## config.mk

```make
export PLATFORM = sky130hd
export DESIGN_NAME = g_cbudcle
export DESIGN_NICKNAME = d
export VERILOG_FILES = /design/src/rtl/g_cbudcle.sv
export SDC_FILE = /design/constraint.sdc
export NUM_CORES = 1
export LEC_CHECK = 0
export CAP_MARGIN = 20
export CORE_MARGIN = 2
export CORE_UTILIZATION = 42
export DETAILED_ROUTE_END_ITERATION = 12
export PLACE_DENSITY = 0.77
export SLEW_MARGIN = 20
export SYNTH_ARGS = -nofsm -noshare
export SYNTH_HDL_FRONTEND = slang
export SYNTH_SLANG_ARGS = --single-unit
```

## constraint.sdc

```tcl
create_clock -name CK -period 5.6 [get_ports CK]
set_input_delay 1.68 -clock CK [delete_from_list [all_inputs] [get_ports CK]]
set_output_delay 1.68 -clock CK [all_outputs]
set_load 0.05 [all_outputs]
```

## src/rtl/g_cbudcle.sv

```systemverilog
// Loadable up/down counter with clock enable, cascade carry and async clear.
// Define G_CBUDCLE_SATURATE_EN to hold at the terminal state instead of wrapping.
module g_cbudcle #(
  parameter int WIDTH = 8
) (
  input  logic             CK,
  input  logic             CD,
  input  logic             CE,
  input  logic             LD,
  input  logic             UP,
  input  logic             CI,
  input  logic [WIDTH-1:0] D,
  output logic [WIDTH-1:0] Q,
  output logic             CO
);

  localparam logic [WIDTH-1:0] ONE = WIDTH'(1);

  logic [WIDTH-1:0] r_q;
  logic [WIDTH-1:0] w_count;
  logic             w_term;

  assign w_term = UP ? (r_q == {WIDTH{1'b1}}) : (r_q == {WIDTH{1'b0}});

  always_comb begin
    w_count = UP ? (r_q + ONE) : (r_q - ONE);
`ifdef G_CBUDCLE_SATURATE_EN
    if (w_term) w_count = r_q;
`endif
  end

  always_ff @(posedge CK or posedge CD) begin
    if (CD) begin
      r_q <= '0;
    end else if (CE) begin
      if (LD)      r_q <= D;
      else if (CI) r_q <= w_count;
    end
  end

  // Carry-out ignores CE/LD so a cascade ripples within one cycle.
  assign CO = CI & w_term;
  assign Q  = r_q;

endmodule

```

==> results.py, run 1 <==
metrics = {
    "finish": {
        "fin_nets": 135,
        "regArea_sq_um": 200,
        "largest_reg_flops": 8,
        "layout-drive-gt1-share_pct": 10.7,
        "fin_cells": 137,
        "nFillCells": 162,
        "diodes": 0,
        "final_util_pct": 59.6,
        "multiInputGateArea_sq_um": 531,
        "synthToLayoutAreaGrowth_pct": 33.9,
    },
    "place": {
        "place_congestion": 0.828,
        "placedCellCount": 134,
        "port_buffers": 22,
        "hpwl_um": 1410,
    },
    "yosys": {
        "synth_edf_count": 0,
        "netlist_instances": 90,
        "synth_top_area_cell": "dfrtp_1",
        "synth_top_area_share_pct": 26.4,
        "synth_area_leaders": "dfrtp_1 (26%), ha_1 (9.9%), a21oi_1 (5.3%)",
        "ys_ff_latch": 8,
        "yosys_warnings": 0,
        "synth_area_sq_um": 759,
        "ys_types": 38,
        "yosysSeqAreaShare_pct": 26.4,
        "ys.flop_type": "dfrtp_1",
        "postSynthAreaPerCell_sq_um": 8.44,
        "synthArstFlopShare_pct": 100,
        "syn_nets": 111,
    },
    "floorplan": {
        "design.die.area_sq_mm": 0.00216,
        "die_h_um": 46.5,
        "fp.dieW_um": 46.5,
        "row_count": 15,
        "io_pins": 23,
        "core-area_sq_mm": 0.00171,
        "initial_core_util_pct": 44.5,
    },
    "grt": {
        "grt_max_degree": 21,
        "grtUsageTotal_pct": 19.8,
        "grt_pass1_vias": 735,
        "grt_pass1_wl_um": 3070,
        "antenna_found_initial": 0,
        "grt-ovfl-total": 0,
    },
    "timing": {
        "setup_tns_ns": 0,
        "final-hold-violation-count": 0,
        "fin_skew_ns": 0.00205,
        "fin_crit_sh_pct": 84.3,
        "setup_viol": 0,
        "relSlewSlack_pct": 54.3,
        "fmax_ghz": 0.212,
        "slew_viol_final": 0,
        "rsz0062_at_grt": "false",
        "fin_crit_ns": 4.72,
        "tightest_slew_ns": 0.684,
    },
    "power": {
        "irDropWorstVdd_mv": 0.183,
        "leakage_nw": 0.417,
        "cellPowerDensity_mw_per_mm2": 354,
    },
    "detailed_routing": {
        "via_per_inst": 5.56,
        "wl_per_cell_um": 13.4,
        "vias": 762,
        "wl_um": 1830,
        "drt_drc_violations_left": 0,
        "dr.pass1.iters": 4,
        "drtIter0Drc": 10,
        "ant_nets": 0,
    },
    "critical_path": {
        "r2r_cells": 5,
        "cp_data_required_time_ns": 3.92,
        "worstSetupStartpointType": "primary input",
        "cp_max_fo": 8,
        "crit_arrival_ns": 3.04,
        "end_kind": "output pin",
        "critical_path_class": "in2out",
    },
    "clock_network": {
        "postCtsSetupBuffers": 0,
        "cts_hold_buf": 0,
        "cts.reportedPaths.clkPinSlew_ns": 0.05,
        "cts_tree": "yes",
        "cts.sinks": 8,
        "clock_path_buffers": 2,
        "clk_latency_ns": 0.25,
        "cts_root_buffer": "clkbuf_4",
        "cts_buffers": 3,
        "cts_resized": 0,
        "htreeDepth": 1,
    },
    "run": {
        "maxCapViolCount": 0,
    },
    "hold_path": {
        "min_path_type": "reg2reg",
        "whs_path_depth": 2,
    },
    "outcome": {
        "outcome": "finished, final reports clean",
    },
}
worst max-delay path, cell delays in order:
cell and delay [ns]:
clkdlybuf4s50_1 0.53, nor4_1 0.33, nand3_1 0.10, a21boi_0 0.18, buf_4 0.22
layout by cell type, fill, tap and decap left out, types with 2 or more instances in the layout:
cell / n
or2_2: 2
o21ai_2: 2
ha_1: 6
nand3_1: 3
o21ai_1: 2
o211ai_1: 2
o21ai_0: 5
nor2_1: 6
nand4_1: 2
a211oi_2: 3
nor3_1: 2
inv_1: 4
dfrtp_1: 8
nand2b_1: 2
nand2_1: 6
clkdlybuf4s50_1: 21
o31ai_1: 2
clkbuf_4: 3
and3_1: 3
a21oi_1: 8
xnor2_1: 2
metrics by stage:
step                      hold WS [ns]  setup slack (ns)  total power, mW  area (sq um)
after floorplan                  0.780             0.747            0.251           759
after global placement           0.572             0.941            0.312           995
after detailed placement         0.581             0.890            0.316           995
after CTS                        0.597             0.886            0.362          1020
after global routing             0.646             0.824            0.385          1020
final                            0.593             0.879            0.361          1020
layout make-up:
| type | instances | area share [%] |
|---|---|---|
| inverters | 4 | 1.48 |
| clock buffers | 3 | 2.21 |
| well taps | 25 | 3.08 |
| repair buffers | 22 | 21.4 |
| multi-input cells | 75 | 52.2 |
| flip-flops and latches | 8 | 19.7 |
cells in the mapped netlist (3+ instances only):
cell type and number:
and3_1 3, nor2_1 6, inv_1 4, o21ai_0 5, a211oi_2 3, a21oi_1 8
dfrtp_1 8, nand3_1 3, nand2_1 6, ha_1 6
layer usage:
layer / vias up / GRT usage, % / routed length (um) / share of wire (%)
li1: 387 / - / - / -
met1: 357 / 26.3 / 901 / 49
met2: 16 / 32.8 / 859 / 47
met3: 2 / 0 / 47 / 2.6
met4: 0 / 10.3 / 26 / 1.4
met5: - / 0 / 0 / 0
final timing paths:
check,from,end,slack (ns)
worst min register to register,Q[2],Q[2],0.59
worst max register to register,Q[0],Q[6],3.62
worst min-delay path,Q[2],Q[2],0.59
worst max-delay path,UP,CO,0.88
max in group asynchronous,CD,Q[7],3.72
min in group asynchronous,CD,Q[2],1.66
cell families (layout without fill, tap and decap cells):
logic type                 count (synthesis)  after routing  synth area share, %
AOI/OAI and AO/OA                         35             35                 33.3
xor gates and xnor gates                   3              3                 3.46
and+or+nand+nor                           29             29                 19.3
adders and majority gates                  7              7                 12.5
buffers and inverters                      7             29                 3.79
muxes                                      1              1                 1.32
DFF                                        8              8                 26.4
power breakdown:
part           internal, mW  switching (mW)
sequential           0.0729          0.0281
clock                0.0245          0.0195
combinational        0.0888           0.127
(Power assumes the default switching activity.)
==> inputs of run 2 (changes only) <==
- clock period: 5.6 -> 4.43 ns (I/O delays scaled with it)
==> results.py, run 2 (synthesis results as in run 1) <==
metrics = {
    "power": {
        "sw_frac_of_total_pct": 47.7,
        "leakage_nw": 0.424,
        "p_sw_mw": 0.215,
        "irDropWorstVdd_mv": 0.225,
        "fin_total_pwr_mw": 0.451,
        "power.share.clock_pct": 11.8,
        "cellPowerDensity_mw_per_mm2": 435,
        "seqPwrFrac_pct": 28.0,
        "cellInternalPower_mw": 0.236,
        "comb_power_share_pct": 60.1,
    },
    "critical_path": {
        "crit_arrival_ns": 2.79,
        "ff2ff_setup_slack_ns": 2.48,
        "r2r-start": "Q[0]",
        "max_stage_delay_ns": 0.52,
        "worstSetupStartpointType": "primary input",
        "slowest_stage": "clkdlybuf4s50_1",
        "crit_chain": "clkdlybuf4s50_1 > nor4_1 > nand3_1 > a21boi_0 > buf_12",
        "cp_data_required_time_ns": 3.10,
        "critical_path_class": "in2out",
        "cp_max_fo": 8,
        "r2r_cells": 5,
        "r2r_end": "Q[6]",
        "end_kind": "output pin",
    },
    "clock_network": {
        "cts_root_buffer": "clkbuf_4",
        "cts_resized": 0,
        "cts_tree": "yes",
        "cts.sinks": 8,
        "clock_path_buffers": 2,
        "cts.reportedPaths.clkPinSlew_ns": 0.05,
        "postCtsSetupBuffers": 0,
        "htreeDepth": 1,
        "cts_hold_buf": 0,
        "cts_buffers": 3,
        "clk_latency_ns": 0.25,
    },
    "detailed_routing": {
        "via_per_inst": 5.60,
        "ant_nets": 0,
        "drt_drc_violations_left": 0,
        "vias": 773,
        "wl_per_cell_um": 12.7,
        "drtIter0Drc": 18,
        "wl_um": 1750,
        "dr.pass1.iters": 4,
    },
    "run": {
        "maxCapViolCount": 0,
    },
    "timing": {
        "relSlewSlack_pct": 51.4,
        "setup_tns_ns": 0,
        "fin_skew_ns": 0.00273,
        "fin_crit_ns": 4.12,
        "final-hold-violation-count": 0,
        "slew_viol_final": 0,
        "rsz0062_at_grt": "false",
        "setup_viol": 0,
        "tightest_slew_ns": 0.726,
        "fin_crit_sh_pct": 93.0,
        "fmax_ghz": 0.243,
    },
    "finish": {
        "diodes": 0,
        "fin_nets": 136,
        "synthToLayoutAreaGrowth_pct": 36.6,
        "largest_reg_flops": 8,
        "layout_commonest_cell": "clkdlybuf4s50_1",
        "layout_common_cells": "clkdlybuf4s50_1 (21), dfrtp_1 (8), a21oi_1 (8)",
        "layout-drive-gt1-share_pct": 11.5,
    },
    "floorplan": {
        "io_pins": 23,
        "initial_core_util_pct": 44.5,
        "row_count": 15,
        "core-area_sq_mm": 0.00171,
        "die_h_um": 46.5,
        "fp.dieW_um": 46.5,
        "design.die.area_sq_mm": 0.00216,
    },
    "grt": {
        "grt_max_degree": 21,
        "grt_pass1_vias": 697,
        "grtUsageTotal_pct": 19.6,
        "grt_pass1_wl_um": 2970,
        "grt-ovfl-total": 0,
        "antenna_found_initial": 0,
    },
    "hold_path": {
        "min_path_type": "reg2reg",
        "whs_path_depth": 2,
        "hold_end": "Q[4]",
        "hold_path_startpoint": "Q[4]",
    },
    "place": {
        "port_buffers": 22,
        "place_congestion": 0.802,
        "hpwl_um": 1340,
    },
    "outcome": {
        "outcome": "finished, final reports clean",
    },
}
[run 2: worst max path at each step]
stage          startpoint  endpoint  slack [ns]  cells after the start
2_1_floorplan          UP        CO        0.28                      3
3_3_place_gp           UP        CO        0.35                      5
3_5_place_dp           UP        CO        0.33                      5
4_1_cts                UP        CO        0.33                      5
5_1_grt                UP        CO        0.23                      5
6_report               UP        CO        0.31                      5
[run 2: power groups by stage]
stage / Combinational [mW] / Sequential (mW) / Clock (mW)
after floorplan: 0.130 / 0.187 / 0
after global placement: 0.267 / 0.127 / 0
after detailed placement: 0.271 / 0.127 / 0
after CTS: 0.272 / 0.127 / 0.0564
after global routing: 0.296 / 0.132 / 0.0586
final: 0.271 / 0.126 / 0.0535
[run 2: per-stage QoR]
stage                     util (%)  cell area, sq um  worst slack (ns)  cells  hold slack, ns
after floorplan                  -               759             0.279     90           0.780
after global placement        59.4              1010             0.354    135           0.570
after detailed placement      59.4              1010             0.334    135           0.580
after CTS                     60.7              1040             0.328    138           0.595
after global routing          60.7              1040             0.234    138           0.647
final                         60.7              1040             0.309    138           0.584
[run 2: area by class of cell]
class,count,area [sq um]
sequential,8,200
timing repair buffer,23,238
clock buffer,3,22.5
tap,25,31.3
inverter,4,15.0
fill,145,671
multi-input combinational,75,531
[run 2: critical path, delay by kind of cell]
| family | cells | cell delay, ns |
|---|---|---|
| buf+inv | 2 | 0.71 |
| simple gates | 2 | 0.43 |
| compound gates | 1 | 0.33 |
[run 2: per-layer routing]
layer / vias to the layer above / wire, um / GRT usage [%]
li1: 388 / - / -
met1: 369 / 868 / 26.5
met2: 14 / 811 / 31.1
met3: 2 / 52 / 0
met4: 0 / 19 / 12.0
met5: - / 0 / 0
==> inputs of run 3 (changes only) <==
- SETUP_SLACK_MARGIN: default -> 0.3
==> results.py, run 3 (synthesis results as in run 1) <==
metrics = {
    "critical_path": {
        "crit_path_end": "CO",
        "crit_start": "UP",
        "r2r_end": "Q[6]",
        "critical_path_class": "in2out",
        "end_kind": "output pin",
        "ff2ff_setup_slack_ns": 2.48,
        "crit_arrival_ns": 2.66,
        "r2r_cells": 5,
        "r2r-start": "Q[0]",
        "cp_max_fo": 8,
        "worstSetupStartpointType": "primary input",
        "cp_data_required_time_ns": 3.10,
    },
    "clock_network": {
        "cts_root_buffer": "clkbuf_4",
        "htreeDepth": 1,
        "cts_tree": "yes",
        "cts.sinks": 8,
        "clk_latency_ns": 0.25,
        "cts_hold_buf": 0,
        "cts_buffers": 3,
        "cts.reportedPaths.clkPinSlew_ns": 0.05,
        "clock_path_buffers": 2,
    },
    "power": {
        "seqPwrFrac_pct": 28.1,
        "comb_power_share_pct": 60.1,
        "cellInternalPower_mw": 0.236,
        "sw_frac_of_total_pct": 48.3,
        "p_sw_mw": 0.221,
        "irDropWorstVdd_mv": 0.200,
        "cellPowerDensity_mw_per_mm2": 437,
        "power.share.clock_pct": 11.8,
        "fin_total_pwr_mw": 0.457,
        "leakage_nw": 0.425,
    },
    "timing": {
        "whs_ns": 0.600,
        "fin_skew_ns": 0.00618,
        "setup_tns_ns": 0,
        "rsz0062_at_grt": "false",
        "tightest_slew_ns": 0.713,
        "fmax_ghz": 0.251,
        "setup_viol": 0,
        "fin_crit_sh_pct": 90.1,
        "relSlewSlack_pct": 52.3,
        "slew_viol_final": 0,
        "fin_crit_ns": 3.99,
        "final-hold-violation-count": 0,
    },
    "place": {
        "place_congestion": 0.774,
        "dpl_cell_area_sq_mm": 0.00101,
        "port_buffers": 22,
        "hpwl_um": 1580,
    },
    "detailed_routing": {
        "ant_nets": 0,
        "vias": 765,
        "drt_drc_violations_left": 0,
        "wl_per_cell_um": 14.5,
        "dr.pass1.iters": 4,
        "wl_um": 2000,
        "drtIter0Drc": 18,
        "via_per_inst": 5.54,
    },
    "floorplan": {
        "io_pins": 23,
        "row_count": 15,
        "die_h_um": 46.5,
        "core-area_sq_mm": 0.00171,
        "design.die.area_sq_mm": 0.00216,
        "initial_core_util_pct": 44.5,
        "fp.dieW_um": 46.5,
    },
    "grt": {
        "grt-ovfl-total": 0,
        "grt_pass1_wl_um": 3240,
        "antenna_found_initial": 0,
        "grtUsageTotal_pct": 21.3,
        "grt_max_degree": 21,
        "grt_pass1_vias": 699,
    },
    "finish": {
        "final_area_sq_mm": 0.00105,
        "synthToLayoutAreaGrowth_pct": 37.9,
        "layout_commonest_cell": "clkdlybuf4s50_1",
        "fin_nets": 136,
        "layout_common_cells": "clkdlybuf4s50_1 (21), dfrtp_1 (8), a21oi_1 (8)",
        "diodes": 0,
        "final_util_pct": 61.3,
        "largest_reg_flops": 8,
        "layout-drive-gt1-share_pct": 13.3,
    },
    "hold_path": {
        "min_path_type": "reg2reg",
    },
    "run": {
        "maxCapViolCount": 0,
    },
    "outcome": {
        "outcome": "finished, final reports clean",
    },
}
==> run 3: cell count changes in the layout (fill, tap and decap cells not counted) <==
cell,before,now
a21boi_0,1,0
a21boi_2,0,1
nor4_1,1,0
nor4_2,0,1
==> run 3: through the flow <==
stage | instances | setup slack [ns]
final | 138 | 0.439
after global routing | 138 | 0.348
after CTS | 138 | 0.371
after detailed placement | 135 | 0.379
after global placement | 135 | 0.431
after floorplan | 90 | 0.646
==> run 3: critical path: stages <==
cell and delay, ns:
clkdlybuf4s50_1 0.53, nor4_2 0.32, nand3_1 0.12, a21boi_2 0.20, buf_12 0.16
==> run 3: final cells by class <==
type,instances,area [sq um]
Multi-Input combinational cell,75,541
Timing Repair Buffer,23,238
Inverter,4,15.0
Clock buffer,3,22.5
Tap cell,25,31.3
Sequential cell,8,200
Fill cell,137,661
==> run 3: power groups by stage <==
stage | Combinational (mW) | Clock [mW] | Sequential (mW)
floorplan | 0.130 | 0 | 0.187
global placement | 0.268 | 0 | 0.126
detailed placement | 0.274 | 0 | 0.129
CTS | 0.276 | 0.0575 | 0.127
global route | 0.300 | 0.0613 | 0.132
finish | 0.275 | 0.0539 | 0.129
==> run 3: worst min path at each step <==
stage                     startpoint   end  slack, ns  depth (start not counted)
after floorplan                 Q[4]  Q[4]       0.78                          2
after global placement          Q[5]  Q[5]       0.57                          2
after CTS                       Q[5]  Q[5]       0.60                          2
after global routing            Q[5]  Q[5]       0.62                          2
after detailed placement        Q[5]  Q[5]       0.59                          2
final                           Q[3]  Q[3]       0.60                          2
==> run 3: layer usage <==
metal	track usage (%)	part of all wire [%]	vias to the layer above
li1	-	-	393
met2	34.4	51	17
met5	0	0	-
met3	3.53	3.6	2
met4	6.86	0.95	0
met1	28.5	45	353
==> run 3: what timing repair did <==
item                       CTS  global route
setup endpoints to repair    0             1
resized for setup            0             2
buffers inserted             0             0
